`config.mk`:
```
export PLATFORM = sky130hd
export DESIGN_NAME = alu_result_fifo
export DESIGN_NICKNAME = d
export VERILOG_FILES = /design/src/rtl/alu_result_fifo.sv
export SDC_FILE = /design/constraint.sdc
export NUM_CORES = 1
export LEC_CHECK = 0
export ABC_AREA = 1
export CAP_MARGIN = 20
export CORE_UTILIZATION = 50
export CTS_BUF_LIST = sky130_fd_sc_hd__clkbuf_8
export DETAILED_ROUTE_END_ITERATION = 8
export HOLD_SLACK_MARGIN = 0.12
export PLACE_DENSITY = 0.75
export SETUP_SLACK_MARGIN = 0.1
export SLEW_MARGIN = 40
export SYNTH_ARGS = -nofsm -noshare
export SYNTH_HDL_FRONTEND = slang
export SYNTH_SLANG_ARGS = --single-unit
```
`constraint.sdc`:
```
create_clock -name clk -period 2.6 [get_ports clk]
set_clock_uncertainty 0.1 [all_clocks]
set_input_delay 0.39 -clock clk [delete_from_list [all_inputs] [get_ports clk]]
set_output_delay 0.39 -clock clk [all_outputs]
set_load 0.01 [all_outputs]
```
`src/rtl/alu_result_fifo.sv`:
```
// ---------------------------------------------------------------------------
// alu_result_fifo
//   Downstream stage of the 4-bit ALU. Each valid ALU result is stored with
//   the opcode that produced it in a show-ahead FIFO behind a valid/ready
//   handshake. A consumer that stalls does not hold up the ALU. The FIFO
//   refuses results while it is full and counts them in a saturating counter.
//
// Optional feature macro: ALU_RES_PARITY_EN
//   When defined, each entry also stores par = ^{in_op, in_res}, and the
//   out_par port presents the parity of the head entry.
//
// Ports
//   clk        rising-edge clock
//   rst        synchronous reset, active-high
//   in_valid   ALU result on in_op/in_res is valid this cycle
//   in_ready   FIFO can accept (not full)
//   in_op      opcode that produced in_res
//   in_res     ALU result
//   out_valid  head entry present (not empty)
//   out_ready  consumer takes the head this cycle
//   out_op     head opcode (0 when empty)
//   out_res    head result (0 when empty)
//   out_zero   head result is zero (0 when empty)
//   count      number of occupied entries, 0..DEPTH
//   drop_cnt   results refused while full; saturates at all-ones
//   out_par    head parity (only with ALU_RES_PARITY_EN; 0 when empty)
// ---------------------------------------------------------------------------
module alu_result_fifo #(
    parameter int DEPTH = 4,
    parameter int DW    = 4,
    parameter int OPW   = 3,
    parameter int CNTW  = 8
) (
    input  logic                     clk,
    input  logic                     rst,
    input  logic                     in_valid,
    output logic                     in_ready,
    input  logic [OPW-1:0]           in_op,
    input  logic [DW-1:0]            in_res,
    output logic                     out_valid,
    input  logic                     out_ready,
    output logic [OPW-1:0]           out_op,
    output logic [DW-1:0]            out_res,
    output logic                     out_zero,
    output logic [$clog2(DEPTH):0]   count,
    output logic [CNTW-1:0]          drop_cnt
`ifdef ALU_RES_PARITY_EN
    ,
    output logic                     out_par
`endif
);

    localparam int AW = $clog2(DEPTH);
    localparam int CW = AW + 1;
    localparam int EW = OPW + DW;
    localparam logic [CW-1:0] FULL_CNT = CW'(DEPTH);

    // Increment that holds at the all-ones value instead of wrapping.
    function automatic logic [CNTW-1:0] sat_inc(input logic [CNTW-1:0] v);
        if (v == {CNTW{1'b1}}) begin
            return v;
        end
        return v + CNTW'(1);
    endfunction

    logic [EW-1:0]   mem_q [DEPTH];
    logic [AW-1:0]   wr_ptr_q, wr_ptr_d;
    logic [AW-1:0]   rd_ptr_q, rd_ptr_d;
    logic [CW-1:0]   count_q, count_d;
    logic [CNTW-1:0] drop_cnt_q, drop_cnt_d;

    logic full, empty, push, pop;
    logic [EW-1:0] head;

    // Handshake decode and next-state
    always_comb begin
        full       = (count_q == FULL_CNT);
        empty      = (count_q == '0);
        // A full FIFO refuses a push even when a pop happens the same cycle.
        push       = in_valid & ~full;
        pop        = out_ready & ~empty;

        wr_ptr_d   = wr_ptr_q;
        rd_ptr_d   = rd_ptr_q;
        count_d    = count_q;
        drop_cnt_d = drop_cnt_q;

        if (push) begin
            wr_ptr_d = wr_ptr_q + AW'(1);
        end
        if (pop) begin
            rd_ptr_d = rd_ptr_q + AW'(1);
        end
        case ({push, pop})
            2'b10:   count_d = count_q + CW'(1);
            2'b01:   count_d = count_q - CW'(1);
            default: count_d = count_q;
        endcase
        if (in_valid & full) begin
            drop_cnt_d = sat_inc(drop_cnt_q);
        end
    end

    // Control registers
    always_ff @(posedge clk) begin
        if (rst) begin
            wr_ptr_q   <= '0;
            rd_ptr_q   <= '0;
            count_q    <= '0;
            drop_cnt_q <= '0;
        end else begin
            wr_ptr_q   <= wr_ptr_d;
            rd_ptr_q   <= rd_ptr_d;
            count_q    <= count_d;
            drop_cnt_q <= drop_cnt_d;
        end
    end

    // Entry storage; contents are left alone by reset because the pointers
    // and count alone decide what is visible.
    always_ff @(posedge clk) begin
        if (push) begin
            mem_q[wr_ptr_q] <= {in_op, in_res};
        end
    end

`ifdef ALU_RES_PARITY_EN
    logic [DEPTH-1:0] par_mem_q;

    always_ff @(posedge clk) begin
        if (push) begin
            par_mem_q[wr_ptr_q] <= ^{in_op, in_res};
        end
    end

    assign out_par = ~empty & par_mem_q[rd_ptr_q];
`endif

    // Show-ahead output, forced to zero while empty
    assign head      = mem_q[rd_ptr_q];
    assign in_ready  = ~full;
    assign out_valid = ~empty;
    assign out_op    = empty ? '0 : head[DW +: OPW];
    assign out_res   = empty ? '0 : head[DW-1:0];
    assign out_zero  = ~empty & (head[DW-1:0] == '0);
    assign count     = count_q;
    assign drop_cnt  = drop_cnt_q;

endmodule

```
Word level (Yosys, flattened, before mapping)
Memories as Yosys holds them, arrays and structs flattened. A register that Yosys moved wholly into a read port is not among the register bits.
Index checks and enable logic that the tools add are counted.
{ "op_classes": {"addsub": 5, "n_eq_ne": 5, "mux": 10, "n_bitwise": 6, "n_reduce_logical": 4} }
{ "ops": {"columns": ["cell", "count"], "rows": [
  ["8-bit by 1-bit adder with 8-bit output (second input constant)", 1],
  ["8-bit == test (second input constant)", 1],
  ["8-bit two-way mux", 1],
  ["3-bit case mux with 2 select lines", 1],
  ["2-bit by 1-bit adder with 2-bit output (second input constant)", 2],
  ["1-bit AND", 4],
  ["4-bit zero test", 1],
  ["1-bit two-way mux", 4],
  ["2-bit two-way mux", 2],
  ["4-bit two-way mux", 1],
  ["3-bit by 1-bit adder with 3-bit output (second input constant)", 1],
  ["3-bit == test (second input constant)", 1],
  ["3-bit zero test", 1],
  ["3-bit two-way mux", 1],
  ["3-bit by 1-bit subtractor with 3-bit output (second input constant)", 1],
  ["2-bit by 1-bit == test with 1-bit output (second input constant)", 1],
  ["2-bit == test (second input constant)", 1],
  ["2-bit != test (second input constant)", 1],
  ["1-bit inverter", 2],
  ["2-bit AND reduction", 1],
  ["2-bit nonzero test", 1]
]} }
{ "totals": {"ff_bits": 15, "ramBits": 28, "in_bits": 11, "output_inout_bits": 21, "word_cells": 35, "memories": 1} }
{ "memory_table": {"columns": ["name", "depth", "word_bits", "read_ports", "rd_clocked_by_memory_dff", "wr", "line_no", "source"], "rows": [
  ["mem_q", 4, 7, 1, 1, 1, "66", "logic [EW-1:0] mem_q [DEPTH];"]
]} }

Depth between registers and ports, before layout
Gate-level depths: netlist (run 1).
{ "logic_depth": {"ltp_word": 5, "mapped_depth": 12, "depth_no_buf": 12} }

Least setup slack after synthesis (run 1)
Ideal clock, no wire load.
{ "synth_path": {"path_type": "register to register", "startpoint": "register count_q[1], in the netlist count[1]", "endpoint": "register count_q[2], in the netlist count[2]", "setup_ps": 119, "arrival_ps": 1702, "required_ps": 2381, "setup_slack_ps": 678, "stages_incl_launch_ff": 11, "n_path_buf": 0, "synth_period_minus_slack_ps": 1922, "path_cell_list": "dfxtp_1 -> nor2_4 -> nand2_1 -> nand2_2 -> ha_1 -> inv_1 -> fa_1 -> nand2_1 -> nand3_1 -> o21ai_0 -> a21oi_1"} }
{ "synth_between": {"elab_chain_len": 5, "elab_cells_between_ends": 12, "cone_classes": "2 x add/sub; 3 x eq/ne; 1 x mux; 4 x bitwise; 2 x reduce/logical"} }
{ "synth_rtl": {"columns": ["item", "line_no", "source"], "rows": [
  ["start: declaration", "69", "logic [CW-1:0] count_q, count_d;"],
  ["start signal: assignment", "114", "count_q <= count_d;"],
  ["3-bit == test *", "77", "full = (count_q == FULL_CNT);"],
  ["1-bit inverter *", null, null],
  ["net in_ready", "37", "output logic in_ready,"],
  ["1-bit AND *", "80", "push = in_valid & ~full;"],
  ["2-bit by 1-bit == test with 1-bit output or 2-bit == test (tied branches)", "94", "case ({push, pop})"],
  ["3-bit case mux with 2 select lines or 2-bit nonzero test (tied branches)", null, null]
]} }
The timed path passes the listed nets; every way through them passes the cells marked *.
A chain may end at the register's enable or synchronous reset.

==> out/qor.csv, run 1 <==
stage,metric,value,unit
worst_setup_path,cp_cell_sequence,inv_2 -> nor2_1 -> o21ai_1 -> a21oi_1 -> clkdlybuf4s50_1,
run_status,outcome,"finished, final reports clean",
sta,setup_viol,0,
route,wirelength,3.516,mm
yosys,synth-seq-cells,45,
clocking,clkTransAtPathRegs,0.09,ns
global_routing,grtUsageMet3,0.05556,
place,io_buffers,31,
die,die_x,65.75,um
clocking,cts_root_buf,clkbuf_8,
global_routing,globalRouteMet2Util,0.3163,
yosys,synth_top_area_frac,0.4138,
worst_setup_path,crit_fanout,8,
die,core-area,0.003771,mm2
route,drcViolationCount,0,
clocking,clkSinkCount,45,
final_layout,syn2layout_area_growth,22.78,%
route,vias_per_cell,4.957,
die,initial_core_util,0.5388,
die,ios,32,
worst_setup_path,worstPathArrival,1.83,ns
worst_setup_path,max_stage_delay,0.55,ns
place,post-place-ws,0.3219,ns
sta,maxSlewHeadroom,0.7183,
global_routing,antenna_found_initial,0,
route,drtPass1Iterations,4,
final_layout,n_antenna_cell,0,
worst_setup_path,critPathRequiredTime,2.11,ns
global_routing,grt_pass1_wl,6.003,mm
die,rows,22,
clocking,insertion_delay,0.30,ns
worst_setup_path,worstSetupPathType,reg2out,
global_routing,grt-ovfl-total,0,
yosys,yosys.cell_types.count,23,
global_routing,gr-usage-met1,0.2230,
sta,setup_tns,0,ns
yosys,syn_inst,217,
global_routing,top_usage_layer,met2,
clocking,cts_hold_buffers,0,
place,detailed_place_hpwl,2.433,mm
route,wl_per_cell,11.57,um
clocking,cts_resized,0,
clocking,cts_buffers,5,
route,ant_nets,0,
yosys,synth_edf_count,28,
yosys,synthesis.area,0.002032,mm2
sta,max_freq,0.4309,GHz
global_routing,grt_max_degree,17,
global_routing,grt_pass1_vias,1368,
yosys,synth_fp_nets,235,
global_routing,track_usage,0.1911,
clocking,cts_max_level,2,
clocking,cts_setup_buffers,0,
place,gp_congestion,0.7939,
pwr,ir_worst_vdd,0.6741,mV
flow_run,cap_violations,0,
clocking,cts_buffer_depth,2,
pwr,p_leak,0.0009540,uW
final_layout,nets,273,
route,drt_iter0_drc,57,
yosys,synth_ff_type,edfxtp_1,
pwr,power_density,846.3,mW/mm2
final_layout,drive_gt1_frac,0.1172,
yosys,yosysSeqAreaShare,0.5813,
worst_setup_path,critPathSlowestCell,clkdlybuf4s50_1,
sta,rsz0062_at_grt,false,
worst_setup_path,cp-start-kind,flip-flop,
die,dieArea,0.004323,mm2
yosys,ys_async_sr_fraction,0,
yosys,synth_area_leaders,"edfxtp_1 (41%), dfxtp_1 (17%), nand2_1 (8.3%)",
sta,fin_crit,2.321,ns
yosys,yosysMostFrequentCell,nand2_1,
sta,finalHoldViolations,0,
yosys,ys_warn_count,0,
yosys,syn_area_per_cell,9.364,um2
yosys,yosys-top-cells-count,"nand2_1 (45), nor2_1 (31), edfxtp_1 (28)",
sta,fin_crit_sh,0.8925,
clocking,cts_tree,done,
die,die_h,65.75,um
sta,tightest_slew,0.4216,ns
yosys,synth_top_area_cell,edfxtp_1,
min_path,hp-class,reg2reg,
route,vias,1507,
sta,maxSlewViolCount,0,
worst_setup_path,end_kind,primary output,
sta,worst_slack,0.2794,ns
==> metrics by stage <==
| step | power, uW | instance area [um2] | utilization | cells | hold WS, ns |
|---|---|---|---|---|---|
| finish | 2112 | 2495 | 0.6616 | 304 | 0.4029 |
| global route | 2239 | 2495 | 0.6616 | 304 | 0.4282 |
| CTS | 2126 | 2494 | 0.6612 | 304 | 0.4048 |
| detailed placement | 1683 | 2400 | 0.6364 | 296 | 0.3887 |
| global placement | 1673 | 2400 | 0.6364 | 296 | 0.3751 |
| floorplan | 1352 | 2032 | - | 217 | 0.3569 |
==> final timing paths <==
kind              depth (start not counted)           to  slack, ns        start
setup / recovery                          5    out_op[1]       0.28    flip-flop
hold / removal                            2  drop_cnt[0]       0.40  drop_cnt[0]
setup reg to reg                         11     count[2]       0.52     count[2]
hold reg to reg                           2  drop_cnt[0]       0.40  drop_cnt[0]
==> layout by cell type (no fill, tap or decap), types with 3 or more instances in the layout <==
master	count
ha_1	6
a21oi_1	16
clkdlybuf4s50_1	31
clkbuf_8	5
buf_4	5
o21ai_1	10
inv_2	5
nand3_1	17
nor2_1	31
nor2_2	4
dfxtp_1	16
inv_1	18
edfxtp_1	28
o21ai_0	3
nand2_1	45
==> critical path: cells and delay by family, from the launching register on <==
kind | cells | cell delay (ns)
buffers and inverters | 2 | 0.70
flip-flops | 1 | 0.52
AO/OA/AOI/OAI | 2 | 0.19
AND/OR/NAND/NOR | 1 | 0.12
==> power by group <==
| group | switching (uW) | total (uW) | leakage, uW | internal, uW |
|---|---|---|---|---|
| sequential | 64.2 | 908 | 0.000396 | 844 |
| clock | 247 | 441 | 0.0000447 | 194 |
| combinational | 412 | 762 | 0.000513 | 351 |
| total | 723 | 2110 | 0.000954 | 1390 |
==> registers in the layout, summed over array words and instances (netlist names), named ones only <==
register and count:
mem_q 28, count 3, rd_ptr_q 2, drop_cnt 8
wr_ptr_q 2
==> cell type report <==
cell class                 instances  area, um2
inverter                          24      90.09
sequential                        45       1182
clock inverter                     3      25.02
multi-input combinational        143      720.7
clock buffer                       5      68.82
fill                             298       1276
tap                               48      60.06
timing repair buffer              36      347.8
==> cells by family after synthesis <==
kind of cell,after synthesis,synth area share
AND/OR/NAND/NOR,103,0.2192
flip-flops,45,0.5813
AO/OA/AOI/OAI,31,0.08005
buffers and inverters,29,0.06404
adder cells (fa/ha/maj),7,0.04680
XOR/XNOR,2,0.008622
==> per-layer routing <==
layer  up-vias  share of wire
li1        787              -
met1       676           0.46
met5         -              0
met2        36           0.48
met4         0          0.020
met3         8          0.045
Power figures use the tool's default switching activity.
==> run 2: changes to the inputs <==
==> constraint.sdc (replaced) <==
create_clock -name clk -period 2.6 [get_ports clk]
set_clock_uncertainty 0.1 [all_clocks]
set_input_delay 0.39 -clock clk [delete_from_list [all_inputs] [get_ports clk]]
set_output_delay 0.39 -clock clk [all_outputs]
set_load 0.02 [all_outputs]
==> out/qor.csv, run 2 (same netlist as run 1, synthesis figures left out) <==
stage,metric,value,unit,change
run_status,outcome,"finished, final reports clean",,unchanged
route,vias,1487,,"was 1,507"
pwr,seqPwrFrac,0.383,,was 0.430
sta,setup_viol,0,,unchanged
worst_setup_path,max_stage_delay,0.61,ns,was 0.55 ns
global_routing,gr-usage-met1,0.2221,,was 0.2230
global_routing,antenna_found_initial,0,,unchanged
sta,fin_crit,2.369,ns,was 2.321 ns
clocking,clkTransAtPathRegs,0.08,ns,was 0.09 ns
global_routing,globalRouteMet2Util,0.3023,,was 0.3163
global_routing,grt_max_degree,16,,was 17
clocking,cts_setup_buffers,0,,unchanged
clocking,cts_buffer_depth,2,,unchanged
worst_setup_path,worstSetupPathType,reg2out,,unchanged
min_path,hp-class,reg2reg,,unchanged
sta,maxSlewViolCount,0,,unchanged
die,dieArea,0.004323,mm2,unchanged
sta,setup_tns,0,ns,unchanged
pwr,swShare,0.3339,,was 0.3424
global_routing,grt_pass1_wl,5.761,mm,was 6.003 mm
worst_setup_path,crit_fanout,14,,was 8
place,io_buffers,31,,unchanged
min_path,hold_start,rd_ptr_q[0],,was drop_cnt[0]
worst_setup_path,critPathSlowestCell,clkdlybuf4s50_1,,unchanged
worst_setup_path,critPathRequiredTime,2.11,ns,about the same
die,rows,22,,unchanged
worst_setup_path,worstPathArrival,1.88,ns,was 1.83 ns
pwr,combPwrFrac,0.354,,was 0.361
sta,tightest_slew,0.4096,ns,was 0.4216 ns
die,die_h,65.75,um,unchanged
final_layout,largest_register,mem_q,,unchanged
worst_setup_path,rr_startpoint,count[2],,unchanged
final_layout,syn2layout_area_growth,25.00,%,was 22.78%
clocking,insertion_delay,0.30,ns,about the same
place,gp_congestion,0.8099,,was 0.7939
route,wl_per_cell,11.39,um,was 11.57 um
worst_setup_path,cp_cell_sequence,inv_2 -> nand2_1 -> nand3_1 -> nand2_1 -> nand2_1 -> nor2_1 -> clkdlybuf4s50_1,,was inv_2 -> nor2_1 -> o21ai_1 -> a21oi_1 -> clkdlybuf4s50_1
route,drcViolationCount,0,,unchanged
final_layout,n_antenna_cell,0,,unchanged
die,die_x,65.75,um,unchanged
global_routing,grtUsageMet3,0.05382,,was 0.05556
clocking,cts_max_level,2,,unchanged
die,ios,32,,unchanged
clocking,cts_buffers,5,,unchanged
sta,finalHoldViolations,0,,unchanged
sta,max_freq,0.4221,GHz,was 0.4309 GHz
pwr,internal_power,1581,uW,was 1389 uW
worst_setup_path,end_kind,primary output,,unchanged
pwr,power_switching,792.4,uW,was 723.0 uW
pwr,power_density,934.5,mW/mm2,was 846.3 mW/mm2
route,vias_per_cell,4.891,,was 4.957
final_layout,nets,273,,unchanged
route,drtPass1Iterations,4,,unchanged
die,core-area,0.003771,mm2,unchanged
pwr,p_clk_frac,0.263,,was 0.209
final_layout,fillers,300,,was 298
place,detailed_place_hpwl,2.390,mm,was 2.433 mm
pwr,ir_worst_vdd,0.7666,mV,was 0.6741 mV
die,initial_core_util,0.5388,,unchanged
sta,fin_crit_sh,0.9112,,was 0.8925
worst_setup_path,cp-start-kind,flip-flop,,unchanged
route,drt_iter0_drc,67,,was 57
final_layout,final_cell_mix,"nand2_1 (45), nor2_1 (31), clkdlybuf4s50_1 (31)",,unchanged
pwr,p_leak,0.0009785,uW,was 0.0009540 uW
global_routing,track_usage,0.1815,,was 0.1911
clocking,cts_root_buf,clkbuf_8,,unchanged
sta,rsz0062_at_grt,true,,was false
final_layout,finalCoreUtilization,0.6735,,was 0.6616
route,wirelength,3.462,mm,was 3.516 mm
flow_run,cap_violations,0,,unchanged
global_routing,grt-ovfl-total,0,,unchanged
final_layout,layout_commonest_cell,nand2_1,,unchanged
worst_setup_path,crit_path_frequent_cell,nand2_1,,
clocking,cts_tree,done,,unchanged
final_layout,drive_gt1_frac,0.1211,,was 0.1172
global_routing,grt_pass1_vias,1333,,"was 1,368"
sta,maxSlewHeadroom,0.7263,,was 0.7183
final_layout,largest_reg_flops,28,,unchanged
clocking,clkSinkCount,45,,unchanged
route,ant_nets,0,,unchanged
global_routing,top_usage_layer,met2,,unchanged
-- run 2: cell type report --
cell class	instances	area, um2	area share
timing repair buffer	36	347.8	0.1369
clock buffer	5	68.82	0.02709
clock inverter	3	68.82	0.02709
inverter	24	90.09	0.03547
sequential	45	1184	0.4660
tap	48	60.06	0.02365
multi-input combinational	143	720.7	0.2837
-- run 2: metrics by stage --
step	cell area (um2)	worst slack [ns]	cells	hold slack, ns	power [uW]
4_1_cts	2537	0.1007	304	0.4019	2390
3_5_place_dp	2400	0.3696	296	0.3843	1762
5_1_grt	2540	0.09097	304	0.4249	2502
3_3_place_gp	2400	0.4135	296	0.3773	1758
2_1_floorplan	2032	0.5457	217	0.3569	1437
6_report	2540	0.2309	304	0.3928	2374
-- run 2: what timing repair did --
item	CTS	global route
hold buffers	0	0
endpoints found under the setup margin	0	4
resized for setup	0	2
-- run 2: power by group through the flow --
| stage | Combinational (uW) | Sequential, uW | Clock (uW) |
|---|---|---|---|
| 2_1_floorplan | 503 | 934 | 0 |
| 3_3_place_gp | 835 | 923 | 0 |
| 3_5_place_dp | 838 | 924 | 0 |
| 4_1_cts | 845 | 907 | 638 |
| 5_1_grt | 916 | 922 | 664 |
| 6_report | 841 | 908 | 625 |
-- run 2: critical path: cells and delay by family, from the launching register on --
| family | cells | cell delay, ns |
|---|---|---|
| simple gates | 5 | 0.43 |
| flops | 1 | 0.41 |
| buf+inv | 2 | 0.75 |
-- run 2: routing by layer --
metal,vias to the layer above,share of wire
met3,6,0.041
li1,791,-
met1,660,0.48
met5,-,0
met4,0,0.014
met2,30,0.47
-- run 2: path summary, 6_finish.rpt --
| check | to | slack, ns | cells after the start |
|---|---|---|---|
| min | rd_ptr_q[0] | 0.39 | 1 |
| min reg2reg | rd_ptr_q[0] | 0.39 | 1 |
| max | out_zero | 0.23 | 7 |
| max reg2reg | count[2] | 0.61 | 11 |
==> run 3: changes to the inputs <==
--- a/config.mk
+++ b/config.mk
@@ -10,8 +10,8 @@
 export CORE_UTILIZATION = 50
 export CTS_BUF_LIST = sky130_fd_sc_hd__clkbuf_8
 export DETAILED_ROUTE_END_ITERATION = 8
+export DONT_BUFFER_PORTS = 1
 export HOLD_SLACK_MARGIN = 0.12
-export PLACE_DENSITY = 0.75
 export SETUP_SLACK_MARGIN = 0.1
 export SLEW_MARGIN = 40
 export SYNTH_ARGS = -nofsm -noshare
==> out/qor.csv, run 3 (same netlist as run 1, synthesis figures left out) <==
stage,metric,value,unit,change
run_status,outcome,"finished, final reports clean",,unchanged
worst_setup_path,end_kind,primary output,,unchanged
place,detailed_place_hpwl,2.612,mm,was 2.390 mm
worst_setup_path,cp-start-kind,flip-flop,,unchanged
die,die_h,65.75,um,unchanged
sta,setup_viol,0,,unchanged
global_routing,grt_pass1_wl,6.058,mm,was 5.761 mm
die,dieArea,0.004323,mm2,unchanged
place,gp_congestion,0.7982,,was 0.8099
worst_setup_path,worstPathArrival,1.77,ns,was 1.88 ns
sta,max_freq,0.4424,GHz,was 0.4221 GHz
sta,tightest_slew,0.5280,ns,was 0.4096 ns
final_layout,fillers,329,,was 300
die,rows,22,,unchanged
final_layout,drive_gt1_frac,0.1159,,was 0.1211
route,drt_iter0_drc,88,,was 67
final_layout,largest_reg_flops,28,,unchanged
worst_setup_path,worstSetupPathType,reg2out,,unchanged
global_routing,antenna_found_initial,0,,unchanged
clocking,clkSinkCount,45,,unchanged
sta,rsz0062_at_grt,false,,was true
place,io_buffers,0,,was 31
final_layout,finalCoreUtilization,0.6035,,was 0.6735
clocking,cts_tree,done,,unchanged
clocking,cts_buffer_depth,2,,unchanged
global_routing,grt_pass1_vias,1398,,"was 1,333"
final_layout,largest_register,mem_q,,unchanged
route,ant_nets,0,,unchanged
route,drcViolationCount,0,,unchanged
global_routing,grt_max_degree,15,,was 16
final_layout,layout_commonest_cell,nand2_1,,unchanged
clocking,cts_setup_buffers,0,,unchanged
die,ios,32,,unchanged
sta,maxSlewViolCount,0,,unchanged
worst_setup_path,crit_path_frequent_cell,inv_1,,was nand2_1
worst_setup_path,max_stage_delay,0.50,ns,was 0.61 ns
pwr,ir_worst_vdd,0.5623,mV,was 0.7666 mV
final_layout,final_cell_mix,"nand2_1 (45), nor2_1 (31), edfxtp_1 (28)",,"was nand2_1 (45), nor2_1 (31), clkdlybuf4s50_1 (31)"
clocking,cts_root_buf,clkbuf_8,,unchanged
route,vias_per_cell,5.295,,was 4.891
route,wirelength,3.795,mm,was 3.462 mm
pwr,p_leak,0.0008851,uW,was 0.0009785 uW
clocking,cts_buffers,5,,unchanged
clocking,cts_max_level,2,,unchanged
route,drtPass1Iterations,4,,unchanged
sta,maxSlewHeadroom,0.6491,,was 0.7263
final_layout,nets,250,,was 273
flow_run,cap_violations,0,,unchanged
worst_setup_path,cp_cell_sequence,inv_1 -> nand2_2 -> inv_1 -> a21oi_1,,was inv_2 -> nand2_1 -> nand3_1 -> nand2_1 -> nand2_1 -> nor2_1 -> clkdlybuf4s50_1
final_layout,register_area,0.001181,mm2,was 0.001184 mm2
route,vias,1488,,"was 1,487"
global_routing,grt-ovfl-total,0,,unchanged
sta,fin_crit,2.260,ns,was 2.369 ns
global_routing,track_usage,0.1924,,was 0.1815
die,initial_core_util,0.5388,,unchanged
final_layout,multi_input_area,720.7,um2,unchanged
worst_setup_path,critPathSlowestCell,dfxtp_1,,was clkdlybuf4s50_1
final_layout,n_antenna_cell,0,,unchanged
sta,setup_tns,0,ns,unchanged
die,core-area,0.003771,mm2,unchanged
worst_setup_path,critPathRequiredTime,2.11,ns,about the same
die,die_x,65.75,um,unchanged
pwr,power_density,904.0,mW/mm2,was 934.5 mW/mm2
final_layout,syn2layout_area_growth,12.01,%,was 25.00%
worst_setup_path,crit_fanout,7,,was 14
route,wl_per_cell,13.51,um,was 11.39 um
clocking,clkTransAtPathRegs,0.08,ns,about the same
sta,finalHoldViolations,0,,unchanged
clocking,insertion_delay,0.30,ns,about the same
min_path,hp-class,in2reg,,was reg2reg
sta,fin_crit_sh,0.8693,,was 0.9112
==> run 3: final timing paths <==
check	from	to	slack, ns	cells past startpoint
max	count[2]	out_op[2]	0.34	4
min	out_ready	rd_ptr_q[0]	0.25	3
max reg2reg	count[2]	count[2]	0.35	11
min reg2reg	rd_ptr_q[0]	rd_ptr_q[0]	0.40	1
==> run 3: per-layer routing <==
layer / track usage / vias up / wire (um)
met4: 0.07337 / 0 / 52
li1: - / 739 / -
met1: 0.2132 / 693 / 1596
met3: 0.05556 / 7 / 213
met5: 0 / - / 0
met2: 0.3431 / 49 / 1932
==> run 3: area by class of cell <==
cell class,count,share of cell area
inverters,24,0.03958
flip-flops and latches,45,0.5190
repair buffers,13,0.05168
clock buffers,5,0.03024
well taps,48,0.02639
clock inverters,3,0.01649
multi-input cells,143,0.3167
==> run 3: stage by stage <==
stage / setup WS (ns) / hold WS (ns) / total power, uW / area, um2 / std cells
floorplan: 0.5457 / 0.3569 / 1437 / 2032 / 217
global placement: 0.4310 / 0.3613 / 1535 / 2090 / 265
CTS: 0.3523 / 0.2403 / 2068 / 2276 / 281
detailed placement: 0.3787 / 0.3653 / 1555 / 2090 / 265
finish: 0.3398 / 0.2504 / 2057 / 2276 / 281
global route: 0.1437 / 0.2665 / 2160 / 2276 / 281
==> run 3: what timing repair did <==
item | 4_1_cts | 5_1_grt
endpoints found under the setup margin | 0 | 0
hold buffers | 8 | 0
endpoints found under the hold margin | 33 | 0
gates resized for setup | 0 | 0
==> run 3: power by group <==
group	leakage [uW]	internal, uW	total [uW]	switching, uW
Sequential	0.000396	843	938	94.8
Clock	0.0000570	280	503	224
Combinational	0.000433	165	617	451
==> run 3: worst max-delay path: cells and delay by family (launching register included) <==
kind | cells | cell delay [ns]
AND/OR/NAND/NOR | 1 | 0.21
AO/OA/AOI/OAI | 1 | 0.46
flip-flops | 1 | 0.50
buffers and inverters | 2 | 0.31
==> patch: new RTL, flow settings as in run 3 <==
Change the parameter `CNTW` from 8 to 4.
--- a/src/rtl/alu_result_fifo.sv
+++ b/src/rtl/alu_result_fifo.sv
@@ -31,3 +31,3 @@
     parameter int OPW   = 3,
-    parameter int CNTW  = 8
+    parameter int CNTW  = 4
 ) (
Ports: changed (resized drop_cnt); port bits go from 32 to 28. No check against the original RTL was run, so the function may have changed too.
==> patch against run 3 <==
- via count is 16% lower
- critical path type is now reg2reg
- setup slack better by 0.0055 ns
- highest routed layer unchanged
- sequential power is 6.8% lower
- sequential cell count is 4 lower
- power is 1.6% lower
- largest cell class unchanged
- area after synthesis is 12% lower
- largest power group unchanged
- wire length is 13% lower
- cell area is 8.9% lower
==> patch: results (changes against run 3) <==
<table>
<tr><th>Metric</th><th>Value</th></tr>
<tr><th colspan="2">Yosys</th></tr>
<tr><td>Share of the synthesized netlist area taken by xor and xnor gates</td><td>0.004899 (-0.003722)</td></tr>
<tr><td>Synthesis-stage register bit count</td><td>41 (-8.9%)</td></tr>
<tr><td>Arithmetic-cell share of the synthesized area counting full adders, half adders and majority gates</td><td>0.05318 (+0.006386)</td></tr>
<tr><td>Portion of the post-synthesis area used by sequential elements</td><td>0.6158 (+0.03453)</td></tr>
<tr><td>Syn nets</td><td>205 (-13%)</td></tr>
<tr><th colspan="2">Outcome</th></tr>
<tr><td>Status</td><td>complete, no violations</td></tr>
<tr><th colspan="2">Routing</th></tr>
<tr><td>Number of detailed-routing iterations run before antenna repair</td><td>6 (+2)</td></tr>
<tr><td>Post-Route M1 WL</td><td>1474 um (-7.6%)</td></tr>
<tr><td>Number of vias in the routed layout</td><td>1257 (-16%)</td></tr>
<tr><td>Routed length on met3</td><td>152 um (-29%)</td></tr>
<tr><td>Routed wirelength normalized by instance count</td><td>13.05 um (-3.4%)</td></tr>
<tr><th colspan="2">STA</th></tr>
<tr><td>Final worst path period share</td><td>0.8672 (-0.002101)</td></tr>
<tr><td>Transition time at the pin with the least slew margin</td><td>0.4648 ns (-0.06320 ns)</td></tr>
<tr><th colspan="2">Placement</th></tr>
<tr><td>Placement Setup Slack</td><td>0.2641 ns (-0.1146 ns)</td></tr>
<tr><td>Placed Instance Area</td><td>0.001874 mm^2 (-10%)</td></tr>
<tr><td># placed instances</td><td>237 (-11%)</td></tr>
<tr><td>Final GP Congestion</td><td>0.7050 (-12%)</td></tr>
<tr><th colspan="2">Global route</th></tr>
<tr><td>Global-route wire length before repair</td><td>5043 um (-17%)</td></tr>
<tr><td>Total global-route track usage</td><td>0.1927 (+0.0003542)</td></tr>
<tr><th colspan="2">Final layout</th></tr>
<tr><td>Number of combinational gates with multiple inputs</td><td>121 (-15%)</td></tr>
<tr><td>Combined area of the multi-input logic cells</td><td>583.1 um^2 (-19%)</td></tr>
<tr><td>Area share of buffers outside the clock network</td><td>0.06397 (+0.01229)</td></tr>
<tr><td>Layout Nets</td><td>224 (-10%)</td></tr>
<tr><td>Fraction of final layout cells sized beyond drive strength 1</td><td>0.09662 (-0.01926)</td></tr>
<tr><td>Non-filler cells, final</td><td>253 (-10%)</td></tr>
<tr><td>Signal inverters</td><td>22 (-8.3%)</td></tr>
<tr><th colspan="2">Power and ir drop</th></tr>
<tr><td>Net load switching power</td><td>746.3 uW (-3.0%)</td></tr>
<tr><th colspan="2">Worst setup path</th></tr>
<tr><td>Family with the most delay on the worst path</td><td>simple AND/OR/NAND/NOR gates</td></tr>
<tr><td>Crit Reg-Reg Startpoint</td><td>count[0]</td></tr>
<tr><th colspan="2">Min path</th></tr>
<tr><td>Hold EP</td><td>rd_ptr_q[1]</td></tr>
</table>
## patch: changes by cell type after synthesis, moves of 2 or more
cell / delta
sky130_fd_sc_hd__a21oi_1: -8
sky130_fd_sc_hd__a21oi_2: -2
sky130_fd_sc_hd__dfxtp_1: -4
sky130_fd_sc_hd__inv_2: -3
sky130_fd_sc_hd__nand2_1: -7
sky130_fd_sc_hd__nand3_1: -4
sky130_fd_sc_hd__nand3_2: -2
sky130_fd_sc_hd__nor2_1: +8
sky130_fd_sc_hd__nor2_2: -3
sky130_fd_sc_hd__o21ai_0: +7
sky130_fd_sc_hd__o21ai_1: -10
## patch: repair_timing
action / CTS / global route
buffers inserted: 0 / 0
gates resized for setup: 0 / 1
setup endpoints to repair: 0 / 1
hold buffers: 8 / 0
hold endpoints to repair: 30 / 0
## patch: routing by layer
layer  up-vias  global-route usage
met5         -                   0
met4         0              0.1048
met3         2             0.04969
met2        26              0.3318
met1       589              0.2195
li1        640                   -
